`config.mk`:
```
export PLATFORM = sky130hd
export DESIGN_NAME = fibo_bcd_requester_flat
export DESIGN_NICKNAME = d
export VERILOG_FILES = /design/src/rtl/fibo_pkg.sv /design/src/rtl/fibo_bcd_requester_if.sv /design/src/rtl/bin2bcd_seq.sv /design/src/rtl/fibo_bcd_requester.sv /design/src/flat_wrapper.sv
export SDC_FILE = /design/constraint.sdc
export NUM_CORES = 1
export LEC_CHECK = 0
export ABC_AREA = 1
export BUFFER_PORTS_ARGS = -buffer_cell sky130_fd_sc_hd__buf_2
export CORE_MARGIN = 4
export CORE_UTILIZATION = 55
export CTS_BUF_LIST = sky130_fd_sc_hd__clkbuf_16
export DETAILED_ROUTE_END_ITERATION = 8
export PLACE_DENSITY = 0.79
export SLEW_MARGIN = 40
export SYNTH_ARGS = -nofsm -noshare
export SYNTH_HDL_FRONTEND = slang
export SYNTH_HIERARCHICAL = 1
export SYNTH_SLANG_ARGS = --single-unit
```
`constraint.sdc`:
```
create_clock -name CLK -period 2.7 [get_ports CLK]
set_input_delay 0.405 -clock CLK [delete_from_list [all_inputs] [get_ports CLK]]
set_output_delay 0.405 -clock CLK [all_outputs]
set_load 0.02 [all_outputs]
```
`src/rtl/fibo_pkg.sv`:
```
// Shared definitions for the Fibonacci BCD requester slice.
// Contents: default binary/BCD widths, index width, requester FSM state
// encoding and the response record (index, binary, BCD, error flag).
package fibo_pkg;

    localparam int unsigned DW   = 28;      // calculator fibo_out width
    localparam int unsigned ND   = 9;       // BCD digits, enough for 2^28-1
    localparam int unsigned BCDW = 4 * ND;  // packed BCD width
    localparam int unsigned NW   = 5;       // Fibonacci index width

    typedef enum logic [2:0] {
        StIdle,
        StClr,
        StStart,
        StWait,
        StConv,
        StResp
    } state_t;

    typedef struct packed {
        logic [NW-1:0]   n;
        logic [DW-1:0]   bin;
        logic [BCDW-1:0] bcd;
        logic            err;
    } resp_t;

endpackage

```
`src/rtl/fibo_bcd_requester_if.sv`:
```
// Request / calculator / response bundle of the Fibonacci BCD requester.
// master: the requester itself (drives REQ_READY, FIB_*, RESP_* outputs).
// slave : the surrounding system (sequencer, calculator, response sink).
interface fibo_bcd_requester_if #(
    parameter int unsigned DW = fibo_pkg::DW,
    parameter int unsigned ND = fibo_pkg::ND
);
    // Request side
    logic                   REQ_VALID;
    logic                   REQ_READY;
    logic [fibo_pkg::NW-1:0] REQ_N;
    // Calculator side
    logic                   FIB_CLR;
    logic                   FIB_START;
    logic [fibo_pkg::NW-1:0] FIB_INPUT_S;
    logic [DW-1:0]          FIB_DOUT;
    logic                   FIB_DONE;
    // Response side
    logic                   RESP_VALID;
    logic                   RESP_READY;
    logic [fibo_pkg::NW-1:0] RESP_N;
    logic [DW-1:0]          RESP_BIN;
    logic [4*ND-1:0]        RESP_BCD;
    logic                   RESP_ERR;

    modport master (
        input  REQ_VALID, REQ_N, FIB_DOUT, FIB_DONE, RESP_READY,
        output REQ_READY, FIB_CLR, FIB_START, FIB_INPUT_S,
               RESP_VALID, RESP_N, RESP_BIN, RESP_BCD, RESP_ERR
    );

    modport slave (
        output REQ_VALID, REQ_N, FIB_DOUT, FIB_DONE, RESP_READY,
        input  REQ_READY, FIB_CLR, FIB_START, FIB_INPUT_S,
               RESP_VALID, RESP_N, RESP_BIN, RESP_BCD, RESP_ERR
    );

endinterface

```
`src/rtl/bin2bcd_seq.sv`:
```
// Sequential double-dabble binary to packed-BCD converter.
// One shift per cycle for DW cycles after start; digit 0 in bcd_o[3:0].
// Ports: clk_i clock, rst_ni synchronous active-low reset, start_i loads
// bin_i, busy_o high while shifting, done_o one-cycle pulse after the last
// shift, bcd_o result (valid from done_o until the next start_i).
module bin2bcd_seq #(
    parameter int unsigned DW = 28,
    parameter int unsigned ND = 9
) (
    input  logic            clk_i,
    input  logic            rst_ni,
    input  logic            start_i,
    input  logic [DW-1:0]   bin_i,
    output logic            busy_o,
    output logic            done_o,
    output logic [4*ND-1:0] bcd_o
);
    localparam int unsigned CNTW = (DW > 1) ? $clog2(DW) : 1;
    localparam logic [CNTW-1:0] CntLast = CNTW'(DW - 1);

    logic [DW-1:0]   bin_q;
    logic [4*ND-1:0] bcd_q;
    logic [4*ND-1:0] bcd_adj;
    logic [CNTW-1:0] cnt_q;
    logic            busy_q;
    logic            done_q;

    // Add 3 to every digit >= 5 so the following shift carries correctly.
    always_comb begin
        bcd_adj = bcd_q;
        for (int unsigned i = 0; i < ND; i++) begin
            if (bcd_q[4*i +: 4] >= 4'd5) begin
                bcd_adj[4*i +: 4] = bcd_q[4*i +: 4] + 4'd3;
            end
        end
    end

    always_ff @(posedge clk_i) begin
        if (!rst_ni) begin
            bin_q  <= '0;
            bcd_q  <= '0;
            cnt_q  <= '0;
            busy_q <= 1'b0;
            done_q <= 1'b0;
        end else begin
            done_q <= 1'b0;
            if (start_i) begin
                bin_q  <= bin_i;
                bcd_q  <= '0;
                cnt_q  <= '0;
                busy_q <= 1'b1;
            end else if (busy_q) begin
                {bcd_q, bin_q} <= {bcd_adj, bin_q} << 1;
                cnt_q          <= cnt_q + 1'b1;
                if (cnt_q == CntLast) begin
                    busy_q <= 1'b0;
                    done_q <= 1'b1;
                end
            end
        end
    end

    assign busy_o = busy_q;
    assign done_o = done_q;
    assign bcd_o  = bcd_q;

endmodule

```
`src/rtl/fibo_bcd_requester.sv`:
```
// Initiator-side companion to fibonacci_calculator.
// Accepts an index over REQ_*, pulses FIB_CLR then FIB_START, waits for
// FIB_DONE (bounded by TIMEOUT cycles), converts the captured result to BCD
// and returns index/binary/BCD/error over RESP_*.
// Ports: CLK rising-edge clock, RST_N synchronous active-low reset,
// bus master modport of fibo_bcd_requester_if. All outputs are registered
// except REQ_READY, which is high exactly in the idle state.
module fibo_bcd_requester
    import fibo_pkg::*;
#(
    parameter int unsigned DW      = fibo_pkg::DW,
    parameter int unsigned ND      = fibo_pkg::ND,
    parameter int unsigned TIMEOUT = 256
) (
    input  logic                 CLK,
    input  logic                 RST_N,
    fibo_bcd_requester_if.master bus
);
    localparam int unsigned CW = $clog2(TIMEOUT);
    localparam logic [CW-1:0] CntLast = CW'(TIMEOUT - 1);

    state_t          state_q;
    logic [CW-1:0]   cnt_q;
    logic            fib_clr_q;
    logic            fib_start_q;
    logic [NW-1:0]   input_s_q;
    logic            resp_valid_q;
    logic [NW-1:0]   resp_n_q;
    logic [DW-1:0]   resp_bin_q;
    logic [4*ND-1:0] resp_bcd_q;
    logic            resp_err_q;

    logic            conv_start;
    logic            conv_busy;
    logic            conv_done;
    logic [4*ND-1:0] conv_bcd;

    // Done is only honoured in WAIT; a stale done from an earlier run is
    // cleared by the CLR pulse before WAIT is reached.
    assign conv_start = (state_q == StWait) && bus.FIB_DONE;

    bin2bcd_seq #(
        .DW (DW),
        .ND (ND)
    ) u_bin2bcd (
        .clk_i   (CLK),
        .rst_ni  (RST_N),
        .start_i (conv_start),
        .bin_i   (bus.FIB_DOUT),
        .busy_o  (conv_busy),
        .done_o  (conv_done),
        .bcd_o   (conv_bcd)
    );

    always_ff @(posedge CLK) begin
        if (!RST_N) begin
            state_q      <= StIdle;
            cnt_q        <= '0;
            fib_clr_q    <= 1'b0;
            fib_start_q  <= 1'b0;
            input_s_q    <= '0;
            resp_valid_q <= 1'b0;
            resp_n_q     <= '0;
            resp_bin_q   <= '0;
            resp_bcd_q   <= '0;
            resp_err_q   <= 1'b0;
        end else begin
            fib_clr_q   <= 1'b0;
            fib_start_q <= 1'b0;
            unique case (state_q)
                StIdle: begin
                    if (bus.REQ_VALID) begin
                        input_s_q  <= bus.REQ_N;
                        resp_n_q   <= bus.REQ_N;
                        resp_bin_q <= '0;
                        resp_bcd_q <= '0;
                        resp_err_q <= 1'b0;
                        fib_clr_q  <= 1'b1;
                        state_q    <= StClr;
                    end
                end
                StClr: begin
                    fib_start_q <= 1'b1;
                    state_q     <= StStart;
                end
                StStart: begin
                    cnt_q   <= '0;
                    state_q <= StWait;
                end
                StWait: begin
                    // Done takes priority over an expiring timeout.
                    if (bus.FIB_DONE) begin
                        resp_bin_q <= bus.FIB_DOUT;
                        state_q    <= StConv;
                    end else if (cnt_q == CntLast) begin
                        resp_err_q   <= 1'b1;
                        resp_bin_q   <= '0;
                        resp_bcd_q   <= '0;
                        resp_valid_q <= 1'b1;
                        state_q      <= StResp;
                    end else begin
                        cnt_q <= cnt_q + 1'b1;
                    end
                end
                StConv: begin
                    // The done pulse follows the final shift, when busy has dropped.
                    if (conv_done && !conv_busy) begin
                        resp_bcd_q   <= conv_bcd;
                        resp_valid_q <= 1'b1;
                        state_q      <= StResp;
                    end
                end
                StResp: begin
                    if (bus.RESP_READY) begin
                        resp_valid_q <= 1'b0;
                        state_q      <= StIdle;
                    end
                end
                default: state_q <= StIdle;
            endcase
        end
    end

    assign bus.REQ_READY   = (state_q == StIdle);
    assign bus.FIB_CLR     = fib_clr_q;
    assign bus.FIB_START   = fib_start_q;
    assign bus.FIB_INPUT_S = input_s_q;
    assign bus.RESP_VALID  = resp_valid_q;
    assign bus.RESP_N      = resp_n_q;
    assign bus.RESP_BIN    = resp_bin_q;
    assign bus.RESP_BCD    = resp_bcd_q;
    assign bus.RESP_ERR    = resp_err_q;

endmodule

```
`src/flat_wrapper.sv`:
```
// flat-port wrapper written by rule: the top's interface ports become plain ports
module fibo_bcd_requester_flat import fibo_pkg::*;
#(
    parameter int unsigned DW      = fibo_pkg::DW,
    parameter int unsigned ND      = fibo_pkg::ND,
    parameter int unsigned TIMEOUT = 256
)
  (CLK, RST_N, bus_REQ_VALID, bus_REQ_N, bus_FIB_DOUT, bus_FIB_DONE, bus_RESP_READY, bus_REQ_READY, bus_FIB_CLR, bus_FIB_START, bus_FIB_INPUT_S, bus_RESP_VALID, bus_RESP_N, bus_RESP_BIN, bus_RESP_BCD, bus_RESP_ERR);
  fibo_bcd_requester_if #(.DW(DW), .ND(ND)) bus_i ();
  input  logic CLK;
  input  logic RST_N;
  input wire logic [$bits(bus_i.REQ_VALID)-1:0] bus_REQ_VALID;
  input wire logic [$bits(bus_i.REQ_N)-1:0] bus_REQ_N;
  input wire logic [$bits(bus_i.FIB_DOUT)-1:0] bus_FIB_DOUT;
  input wire logic [$bits(bus_i.FIB_DONE)-1:0] bus_FIB_DONE;
  input wire logic [$bits(bus_i.RESP_READY)-1:0] bus_RESP_READY;
  output wire logic [$bits(bus_i.REQ_READY)-1:0] bus_REQ_READY;
  output wire logic [$bits(bus_i.FIB_CLR)-1:0] bus_FIB_CLR;
  output wire logic [$bits(bus_i.FIB_START)-1:0] bus_FIB_START;
  output wire logic [$bits(bus_i.FIB_INPUT_S)-1:0] bus_FIB_INPUT_S;
  output wire logic [$bits(bus_i.RESP_VALID)-1:0] bus_RESP_VALID;
  output wire logic [$bits(bus_i.RESP_N)-1:0] bus_RESP_N;
  output wire logic [$bits(bus_i.RESP_BIN)-1:0] bus_RESP_BIN;
  output wire logic [$bits(bus_i.RESP_BCD)-1:0] bus_RESP_BCD;
  output wire logic [$bits(bus_i.RESP_ERR)-1:0] bus_RESP_ERR;
  assign bus_i.REQ_VALID = bus_REQ_VALID;
  assign bus_i.REQ_N = bus_REQ_N;
  assign bus_i.FIB_DOUT = bus_FIB_DOUT;
  assign bus_i.FIB_DONE = bus_FIB_DONE;
  assign bus_i.RESP_READY = bus_RESP_READY;
  assign bus_REQ_READY = bus_i.REQ_READY;
  assign bus_FIB_CLR = bus_i.FIB_CLR;
  assign bus_FIB_START = bus_i.FIB_START;
  assign bus_FIB_INPUT_S = bus_i.FIB_INPUT_S;
  assign bus_RESP_VALID = bus_i.RESP_VALID;
  assign bus_RESP_N = bus_i.RESP_N;
  assign bus_RESP_BIN = bus_i.RESP_BIN;
  assign bus_RESP_BCD = bus_i.RESP_BCD;
  assign bus_RESP_ERR = bus_i.RESP_ERR;
  fibo_bcd_requester #(.DW(DW), .ND(ND), .TIMEOUT(TIMEOUT)) u_core (.CLK(CLK), .RST_N(RST_N), .bus(bus_i));
endmodule
```
==> results_dict.tcl, run 1 <==
set metrics [dict create \
    status "completed" \
    pin_slew_with_the_least_headroom_to_its_limit_ps 615.3 \
    finalSetupViolations 0 \
    clock_slew_at_the_register_clock_pins_of_the_worst_setup_and_hold_paths_ps 70 \
    netlist_top_cells_count "298 x sky130_fd_sc_hd__nand2_1, 155 x sky130_fd_sc_hd__dfxtp_1, 98 x sky130_fd_sc_hd__inv_1" \
    drv.max_cap_violation_count 0 \
    nFillCells 1228 \
    synth-warning-count 6 \
    routed-wl-met2_um 7948 \
    cts_bufs_inserted 17 \
    io_pins 117 \
    route.detailed.wl_per_inst_um 12.70 \
    grt_max_degree 73 \
    yosys.cell_count.top_type "sky130_fd_sc_hd__nand2_1" \
    synth_cell_type_count 39 \
    post_cts.repair.setup_buffers 0 \
    die_h_um 128.2 \
    syn-num-nets 1118 \
    crit_required_ps 3060 \
    wl_met3_um 806 \
    power.total_mw 8.397 \
    start_util_pct 56.61 \
    post_route_wl_um 16940 \
    leakagePower_nw 3.929 \
    grt_use_total_pct 20.73 \
    synth.area.top_cells "sky130_fd_sc_hd__dfxtp_1 39%, sky130_fd_sc_hd__nand2_1 14%, sky130_fd_sc_hd__a21oi_1 5.9%" \
    rsz0062_at_grt "no" \
    antenna_left 0 \
    worst-setup-path-type "reg2reg" \
    rows 43 \
    timing.final.hold_violations 0 \
    dpl_worst_slack_ps 648.2 \
    hold_path_class "in2reg" \
    synth_sequential_area_ratio_pct 39.04 \
    place.detailed.hpwl_um 11150 \
    final_max_slew_viol_count 0 \
    synth-main-ff-cell "sky130_fd_sc_hd__dfxtp_1" \
    synth_enable_flop_cells 0 \
    critPathCaptureType "flip-flop" \
    floorplan_core_area_um2 14040 \
    worst_slew_margin_rel_pct 58.98 \
    critPathLaunchType "flip-flop" \
    synth_async_sr_flop_share_pct 0 \
    grt_pass1_wl_um 28540 \
    syn2layout_area_growth_pct 11.99 \
    cts_max_level 4 \
    final_critical_path_setup_slack_ps 589.6 \
    via_cell_ratio 5.169 \
    synth.ff_latch_count 155 \
    clock_tree_from_tritoncts "yes" \
    die_w_um 128.2 \
    nets 1199 \
    firstDrtPassIters 5 \
    syn-mean-instance-area_um2 7.499 \
    drive_above_1_share_pct 23.83 \
    peak_ir_drop_on_the_vdd_network_uv 427.0 \
    synth_top_area_share_pct 39.04 \
    fmax_mhz 473.8 \
    port-buffer-count 116 \
    cts_root_buf "sky130_fd_sc_hd__clkbuf_16" \
    overflow_left_after_global_routing 0 \
    gp_routability_congestion 0.8338 \
    cts_buffer_depth 2 \
    layout_min_cycle_time_ps 2110 \
    wl_met1_um 7989 \
    post_cts_resize_count 0 \
    dr.max_layer_used "met4" \
    drtIter0Drc 444 \
    worstPathMaxFanout 29 \
    netlist.top_cell.by_area "sky130_fd_sc_hd__dfxtp_1" \
    detail_route.drc_violations 0 \
    cts_hold_repair.buffers 0 \
    power-per-cell-area_nw_per_um2 943.3 \
    floorplan.die_area_um2 16440 \
    antenna_violations_before_repair 0 \
    syn-cell-area_um2 7949 \
    clock_latency_ps 430 \
    worst-endpoint-arrival_ps 2470 \
    tns_ps 0 \
    via_count_of_the_first_global_routing_pass 6066 \
    via_count 6896 \
    clock_skew_ps 9.126 \
    syn-instance-count 1060 \
    min_period_over_period_pct 78.16 \
    antenna-diode-count 0 \
    cts.sink_count 155 \
]
## final timing paths
path / startpoint / slack [ps] / cells past startpoint / to
worst max register to register: u_core/state_q[0]$_SDFFE_PN0P_ / 590 / 9 / u_core/u_bin2bcd/bin_q[5]$_SDFFE_PN0P_
worst max-delay path: u_core/state_q[0]$_SDFFE_PN0P_ / 590 / 9 / u_core/u_bin2bcd/bin_q[5]$_SDFFE_PN0P_
worst min register to register: u_core/bus.RESP_BIN[25]$_SDFFE_PN0P_ / 460 / 2 / u_core/bus.RESP_BIN[25]$_SDFFE_PN0P_
worst min-delay path: bus_FIB_DOUT[17] / 230 / 3 / u_core/bus.RESP_BIN[17]$_SDFFE_PN0P_
## metal layers
metal	track usage, %	vias to the layer above
met4	5.868	0
met1	28.35	3147
met5	0	-
met2	32.85	151
li1	-	3578
met3	4.750	20
## per-stage QoR
stage / std cells / util [%] / hold WS [ps] / cell area, um2
floorplan: 1060 / - / 422.6 / 7949
global placement: 1302 / 59.40 / 439.3 / 8341
detailed placement: 1302 / 59.40 / 450.1 / 8341
CTS: 1334 / 63.40 / 224.2 / 8902
global route: 1334 / 63.40 / 232.3 / 8902
finish: 1334 / 63.40 / 229.9 / 8902
## layout by cell type (no fill, tap or decap), types with 3 or more instances in the layout
cell / instances
sky130_fd_sc_hd__buf_2: 116
sky130_fd_sc_hd__o211ai_1: 3
sky130_fd_sc_hd__nand2_4: 3
sky130_fd_sc_hd__nor2_2: 26
sky130_fd_sc_hd__a21oi_1: 93
sky130_fd_sc_hd__inv_1: 98
sky130_fd_sc_hd__clkinv_4: 6
sky130_fd_sc_hd__o221ai_1: 16
sky130_fd_sc_hd__nand2_1: 298
sky130_fd_sc_hd__o21ai_1: 4
sky130_fd_sc_hd__inv_6: 3
sky130_fd_sc_hd__a21oi_2: 26
sky130_fd_sc_hd__nand3_1: 52
sky130_fd_sc_hd__o221ai_2: 10
sky130_fd_sc_hd__ha_1: 20
sky130_fd_sc_hd__dfxtp_1: 155
sky130_fd_sc_hd__nand2_2: 4
sky130_fd_sc_hd__buf_4: 9
sky130_fd_sc_hd__o21ai_0: 19
sky130_fd_sc_hd__inv_2: 5
sky130_fd_sc_hd__nor2_4: 3
sky130_fd_sc_hd__nor2_1: 85
sky130_fd_sc_hd__clkbuf_16: 17
sky130_fd_sc_hd__nand3_2: 35
sky130_fd_sc_hd__nor3_1: 27
## cell type report
| class | count | area (um2) | share of cell area [%] |
|---|---|---|---|
| Clock buffer | 17 | 425.4 | 4.779 |
| Clock inverter | 15 | 136.4 | 1.532 |
| Inverter | 105 | 396.6 | 4.455 |
| Multi-Input combinational cell | 735 | 3928 | 44.12 |
| Sequential cell | 155 | 3103 | 34.86 |
| Tap cell | 180 | 225.2 | 2.530 |
| Timing Repair Buffer | 127 | 688.2 | 7.730 |
## where the power goes
| part | switching (mW) | internal [mW] | total, mW |
|---|---|---|---|
| Clock | 1.02 | 1.21 | 2.23 |
| Sequential | 0.262 | 2.66 | 2.92 |
| Combinational | 2.12 | 1.13 | 3.24 |
## registers in the layout (all words and copies together) (netlist names), 3 cells and up
name	cells
u_core/bus.RESP_BCD	36
u_core/u_bin2bcd/bcd_o	36
u_core/bus.RESP_BIN	28
u_core/u_bin2bcd/bin_q	28
u_core/cnt_q	8
u_core/bus.RESP_N	5
u_core/u_bin2bcd/cnt_q	5
u_core/state_q	3
## worst max-delay path, cell delays in order (launching register included)
cell and delay (ps):
sky130_fd_sc_hd__dfxtp_1 580, sky130_fd_sc_hd__nand2_2 150, sky130_fd_sc_hd__nor2_4 190, sky130_fd_sc_hd__nand2_2 110, sky130_fd_sc_hd__inv_2 70, sky130_fd_sc_hd__inv_2 30, sky130_fd_sc_hd__buf_4 230, sky130_fd_sc_hd__nand2_4 360
sky130_fd_sc_hd__o221ai_1 170, sky130_fd_sc_hd__nor2_1 120
## kinds of logic (layout without fill, tap and decap cells)
kind of cell	after synthesis	in the layout	synth area share [%]
adder cells (fa/ha/maj)	20	20	3.148
AO/OA/AOI/OAI	174	174	14.39
AND/OR/NAND/NOR	541	541	31.81
flip-flops	155	155	39.04
buffers and inverters	170	264	11.62
No activity file was read; power rests on OpenSTA's default activity.
==> run 2, diff against run 1 <==
==> constraint.sdc (replaced) <==
create_clock -name CLK -period 2.06 [get_ports CLK]
set_input_delay 0.309 -clock CLK [delete_from_list [all_inputs] [get_ports CLK]]
set_output_delay 0.309 -clock CLK [all_outputs]
set_load 0.02 [all_outputs]
==> run 2 against run 1 <==
  * Core utilization rose by 0.95 points
  * Clock power increased by 36%
  * Worst setup slack got worse by 460 ps
  * Power grew 35%
  * Sequential share of layout area decreased by 0.52 points
  * Highest routed layer unchanged
==> results_dict.tcl, run 2 (same netlist as run 1, synthesis figures left out) <==
set metrics [dict create \
    floorplan.die_area_um2 16440 \
    place.detailed.hpwl_um 11430 \
    antenna_violations_before_repair 0 \
    top_usage_layer "met2" \
    min_period_over_period_pct 93.93 \
    syn2layout_area_growth_pct 13.68 \
    grt_use_total_pct 21.08 \
    detail_route.drc_violations 0 \
    gp_routability_congestion 0.8738 \
    floorplan_core_area_um2 14040 \
    tns_ps 0 \
    crit_path_cell_trace "buf_4 -> nor2_4 -> nand2_1 -> inv_1 -> buf_2" \
    post_cts.repair.setup_buffers 0 \
    cts.sink_count 155 \
    drive_above_1_share_pct 24.57 \
    nFillCells 1211 \
    worst-r2r-setup-slack_ps 190 \
    leakagePower_nw 4.010 \
    gr_layer_usage_met3_pct 5.375 \
    clock_slew_at_the_register_clock_pins_of_the_worst_setup_and_hold_paths_ps 70 \
    overflow_left_after_global_routing 0 \
    power.switching_mw 4.564 \
    port-buffer-count 116 \
    drv.max_cap_violation_count 0 \
    share_comb_of_total_power_pct 39.5 \
    area_of_the_multi_input_gates_um2 3928 \
    switching_share_of_total_power_pct 40.34 \
    route.detailed.wl_per_inst_um 12.54 \
    via_count 6860 \
    die_w_um 128.2 \
    fin_util_pct 64.35 \
    worstHoldStart "bus_FIB_DOUT[17]" \
    grt_max_degree 58 \
    hold_path_class "in2reg" \
    timing.final.hold_violations 0 \
    worstPathMaxFanout 10 \
    worst-endpoint-arrival_ps 1630 \
    clock_latency_ps 430 \
    worst-setup-path-type "reg2out" \
    power.clock.fraction_pct 26.8 \
    rows 43 \
    cts_root_buf "sky130_fd_sc_hd__clkbuf_16" \
    worst_r2r_startpoint "u_core/state_q[1]$_SDFFE_PN0P_" \
    peak_ir_drop_on_the_vdd_network_uv 644.1 \
    nets 1209 \
    layout_common_cells "298 x sky130_fd_sc_hd__nand2_1, 155 x sky130_fd_sc_hd__dfxtp_1, 116 x sky130_fd_sc_hd__buf_2, 98 x sky130_fd_sc_hd__inv_1, 93 x sky130_fd_sc_hd__a21oi_1" \
    via_count_of_the_first_global_routing_pass 6295 \
    antenna_left 0 \
    r2r_end "u_core/u_bin2bcd/bin_q[1]$_SDFFE_PN0P_" \
    finalHoldWorstSlack_ps 140.5 \
    p_int_mw 6.749 \
    final_max_slew_viol_count 0 \
    hold_path_end "u_core/bus.RESP_BIN[17]$_SDFFE_PN0P_" \
    clock_tree_from_tritoncts "yes" \
    finalSetupViolations 0 \
    seqCellArea_um2 3103 \
    io_pins 117 \
    antenna-diode-count 0 \
    cts_hold_repair.buffers 0 \
    clock_skew_ps 7.216 \
    start_util_pct 56.61 \
    post_route_wl_um 16860 \
    timing.hold.worst_path_depth 3 \
    firstDrtPassIters 7 \
    die_h_um 128.2 \
    cts_bufs_inserted 17 \
    post_cts_resize_count 0 \
    dpl_worst_slack_ps 229.3 \
    rsz0062_at_grt "no" \
    status "completed" \
    pin_slew_with_the_least_headroom_to_its_limit_ps 556.1 \
    critPathLaunchType "flip-flop" \
    cts_buffer_depth 2 \
    fraction_of_power_consumed_by_sequential_logic_pct 33.7 \
    critical_path_cell_with_the_highest_stage_delay "sky130_fd_sc_hd__dfxtp_1" \
    cp_slowest_stage_delay_ps 330 \
    crit_required_ps 1750 \
    cts_max_level 4 \
    power-per-cell-area_nw_per_um2 1252 \
    mostFrequentLayoutCell "sky130_fd_sc_hd__nand2_1" \
    final_critical_path_setup_slack_ps 125.0 \
    layout_min_cycle_time_ps 1935 \
    grt.met1_usage_pct 28.07 \
    drtIter0Drc 432 \
    worst_slew_margin_rel_pct 62.93 \
    grt.met2_usage_pct 33.77 \
    fmax_mhz 516.8 \
    timing.reg2reg.worst_path_depth 7 \
    critPathCaptureType "output pin" \
    grt_pass1_wl_um 28860 \
    via_cell_ratio 5.104 \
]
run 2: worst max-delay path by stage:
stage	from	end	slack (ps)	cells after the start
final	u_core/state_q[0]$_SDFFE_PN0P_	bus_REQ_READY	120	5
after floorplan	u_core/state_q[1]$_SDFFE_PN0P_	u_core/u_bin2bcd/bin_q[17]$_SDFFE_PN0P_	350	10
after detailed placement	u_core/state_q[1]$_SDFFE_PN0P_	u_core/u_bin2bcd/bin_q[1]$_SDFFE_PN0P_	230	7
after global routing	u_core/state_q[0]$_SDFFE_PN0P_	bus_REQ_READY	9	5
after CTS	u_core/state_q[0]$_SDFFE_PN0P_	bus_REQ_READY	110	5
after global placement	u_core/cnt_q[0]$_SDFFE_PN0P_	u_core/bus.RESP_BIN[4]$_SDFFE_PN0P_	270	9
run 2: layout make-up:
cell class | count | area share (%)
Sequential cell | 155 | 34.34
Inverter | 105 | 4.389
Clock inverter | 15 | 1.606
Clock buffer | 17 | 4.708
Tap cell | 180 | 2.492
Timing Repair Buffer | 137 | 9.000
Multi-Input combinational cell | 735 | 43.46
run 2: power groups by stage:
stage	combinational [mW]	clock [mW]	sequential (mW)
3_5_place_dp	4.47	0	3.87
4_1_cts	4.51	3.09	3.81
3_3_place_gp	4.40	0	3.86
5_1_grt	5.00	3.23	3.87
6_report	4.47	3.03	3.81
2_1_floorplan	3.53	0	4.15
run 2: layer usage:
layer,vias up,wire length [um]
met2,147,7860
met4,0,196
met1,3096,8017
met5,-,0
met3,19,781
li1,3598,-
run 2: per-stage QoR:
stage | total power, mW | cells | cell area [um2]
after floorplan | 7.677 | 1060 | 7949
after global placement | 8.257 | 1312 | 8466
after detailed placement | 8.340 | 1312 | 8466
after CTS | 11.42 | 1344 | 9036
after global routing | 12.10 | 1344 | 9036
final | 11.31 | 1344 | 9036
run 2: worst max-delay path, delay by kind of cell, from the launching register on:
| family | cells | cell delay, ps |
|---|---|---|
| buf+inv | 3 | 550 |
| flops | 1 | 330 |
| simple gates | 2 | 320 |
==> run 3, diff against run 2 <==
--- a/config.mk
+++ b/config.mk
@@ -12,6 +12,7 @@
 export CTS_BUF_LIST = sky130_fd_sc_hd__clkbuf_16
 export DETAILED_ROUTE_END_ITERATION = 8
 export PLACE_DENSITY = 0.79
+export REMOVE_ABC_BUFFERS = 1
 export SLEW_MARGIN = 40
 export SYNTH_ARGS = -nofsm -noshare
 export SYNTH_HDL_FRONTEND = slang
==> run 3 against run 2 <==
  * Cell area hardly changed
  * Sequential power hardly changed
  * Clock power hardly changed
  * Wire length is 3.2% higher
  * Power is 0.15% higher
  * Cell count is 0.15% lower
  * Hold slack better by 2.8 ps
  * Clock skew hardly changed
  * Sequential cell count stayed put
  * Non-clock buffer count is 2 lower
  * Sequential share of layout area hardly changed
  * Register-to-register slack worse by 50 ps
==> results_dict.tcl, run 3 (same netlist as run 1, synthesis figures left out) <==
set metrics [dict create \
    worst_slew_margin_rel_pct 66.49 \
    die_w_um 128.2 \
    final_max_slew_viol_count 0 \
    clock_skew_ps 7.369 \
    rsz0062_at_grt "no" \
    power.total_mw 11.33 \
    via_cell_ratio 5.294 \
    io_pins 117 \
    cts_buffer_depth 2 \
    place_area_um2 8463 \
    post_cts_resize_count 0 \
    start_util_pct 56.61 \
    finalHoldWorstSlack_ps 143.3 \
    worstPathMaxFanout 33 \
    fin_area_um2 9029 \
    antenna_left 0 \
    finalSetupViolations 0 \
    dpl_worst_slack_ps 222.9 \
    peak_ir_drop_on_the_vdd_network_uv 804.0 \
    clock_slew_at_the_register_clock_pins_of_the_worst_setup_and_hold_paths_ps 70 \
    tns_ps 0 \
    hold_path_class "in2reg" \
    layout_common_cells "298 x sky130_fd_sc_hd__nand2_1, 155 x sky130_fd_sc_hd__dfxtp_1, 116 x sky130_fd_sc_hd__buf_2, 99 x sky130_fd_sc_hd__inv_1, 93 x sky130_fd_sc_hd__a21oi_1" \
    port-buffer-count 116 \
    cts_hold_repair.buffers 0 \
    pin_slew_with_the_least_headroom_to_its_limit_ps 502.6 \
    syn2layout_area_growth_pct 13.58 \
    cts_bufs_inserted 17 \
    timing.final.hold_violations 0 \
    place.detailed.hpwl_um 11280 \
    dp_cells 1310 \
    firstDrtPassIters 7 \
    antenna_violations_before_repair 1 \
    clock_latency_ps 430 \
    post_cts.repair.setup_buffers 0 \
    min_period_over_period_pct 93.03 \
    final_critical_path_setup_slack_ps 143.6 \
    gp_routability_congestion 0.8675 \
    nets 1207 \
    die_h_um 128.2 \
    status "completed" \
    grt_use_total_pct 21.23 \
    cts.sink_count 155 \
    worst-endpoint-arrival_ps 2240 \
    grt_pass1_wl_um 29210 \
    grt_max_degree 52 \
    worst-setup-path-type "reg2reg" \
    fmax_mhz 521.8 \
    floorplan_core_area_um2 14040 \
    mostFrequentLayoutCell "sky130_fd_sc_hd__nand2_1" \
    route.detailed.wl_per_inst_um 12.96 \
    drv.max_cap_violation_count 0 \
    power-per-cell-area_nw_per_um2 1255 \
    post_route_wl_um 17390 \
    crit_required_ps 2380 \
    floorplan.die_area_um2 16440 \
    leakagePower_nw 3.993 \
    antenna-diode-count 0 \
    drive_above_1_share_pct 24.35 \
    critPathCaptureType "flip-flop" \
    nFillCells 1207 \
    via_count_of_the_first_global_routing_pass 6518 \
    cts_root_buf "sky130_fd_sc_hd__clkbuf_16" \
    overflow_left_after_global_routing 0 \
    detail_route.drc_violations 0 \
    critPathLaunchType "flip-flop" \
    rows 43 \
    layout_min_cycle_time_ps 1916 \
    stdcell_count 1342 \
    fin_util_pct 64.30 \
    via_count 7104 \
    clock_tree_from_tritoncts "yes" \
    drtIter0Drc 471 \
    cts_max_level 4 \
]
[run 3: cell types whose count changed in the layout (fill, tap and decap cells not counted), sizes merged]
cell	before	now
inv	115	111
clkinvlp	0	3
buf	137	135
bufinv	0	1
[run 3: worst max-delay path, stage by stage, from the launching register on]
cell                      delay [ps]
sky130_fd_sc_hd__dfxtp_1         360
sky130_fd_sc_hd__ha_1            190
sky130_fd_sc_hd__nand2_1         100
sky130_fd_sc_hd__nor2_1          280
sky130_fd_sc_hd__nand3_2         150
sky130_fd_sc_hd__nand2_4         200
sky130_fd_sc_hd__buf_12          250
sky130_fd_sc_hd__nand3_2         100
sky130_fd_sc_hd__nand2_1         110
sky130_fd_sc_hd__nor2_2           40
[run 3: worst paths after layout]
kind,slack [ps],depth (start not counted),end,start
max,140,9,u_core/bus.RESP_BCD[4]$_SDFFE_PN0P_,u_core/cnt_q[0]$_SDFFE_PN0P_
min,140,3,u_core/bus.RESP_BIN[8]$_SDFFE_PN0P_,bus_FIB_DOUT[8]
max reg2reg,140,9,u_core/bus.RESP_BCD[4]$_SDFFE_PN0P_,u_core/cnt_q[0]$_SDFFE_PN0P_
min reg2reg,460,2,u_core/bus.RESP_BIN[0]$_SDFFE_PN0P_,u_core/bus.RESP_BIN[0]$_SDFFE_PN0P_
[run 3: area by class of cell]
type / count / area (um2) / area share (%)
multi-input combinational: 735 / 3928 / 43.50
sequential: 155 / 3103 / 34.37
timing repair buffer: 135 / 810.8 / 8.980
clock buffer: 17 / 425.4 / 4.712
inverter: 105 / 396.6 / 4.393
tap: 180 / 225.2 / 2.494
clock inverter: 15 / 140.1 / 1.552
[run 3: layer usage]
layer  GRT usage, %  up-vias  wire, um
li1               -     3599         -
met1          26.79     3271      7849
met2          35.37      209      8113
met3          5.292       23      1174
met4          7.241        2       242
met5              0        -         8
[run 3: where the power goes]
| part | internal, mW | switching [mW] |
|---|---|---|
| Combinational | 1.63 | 2.88 |
| Clock | 1.68 | 1.32 |
| Sequential | 3.49 | 0.329 |
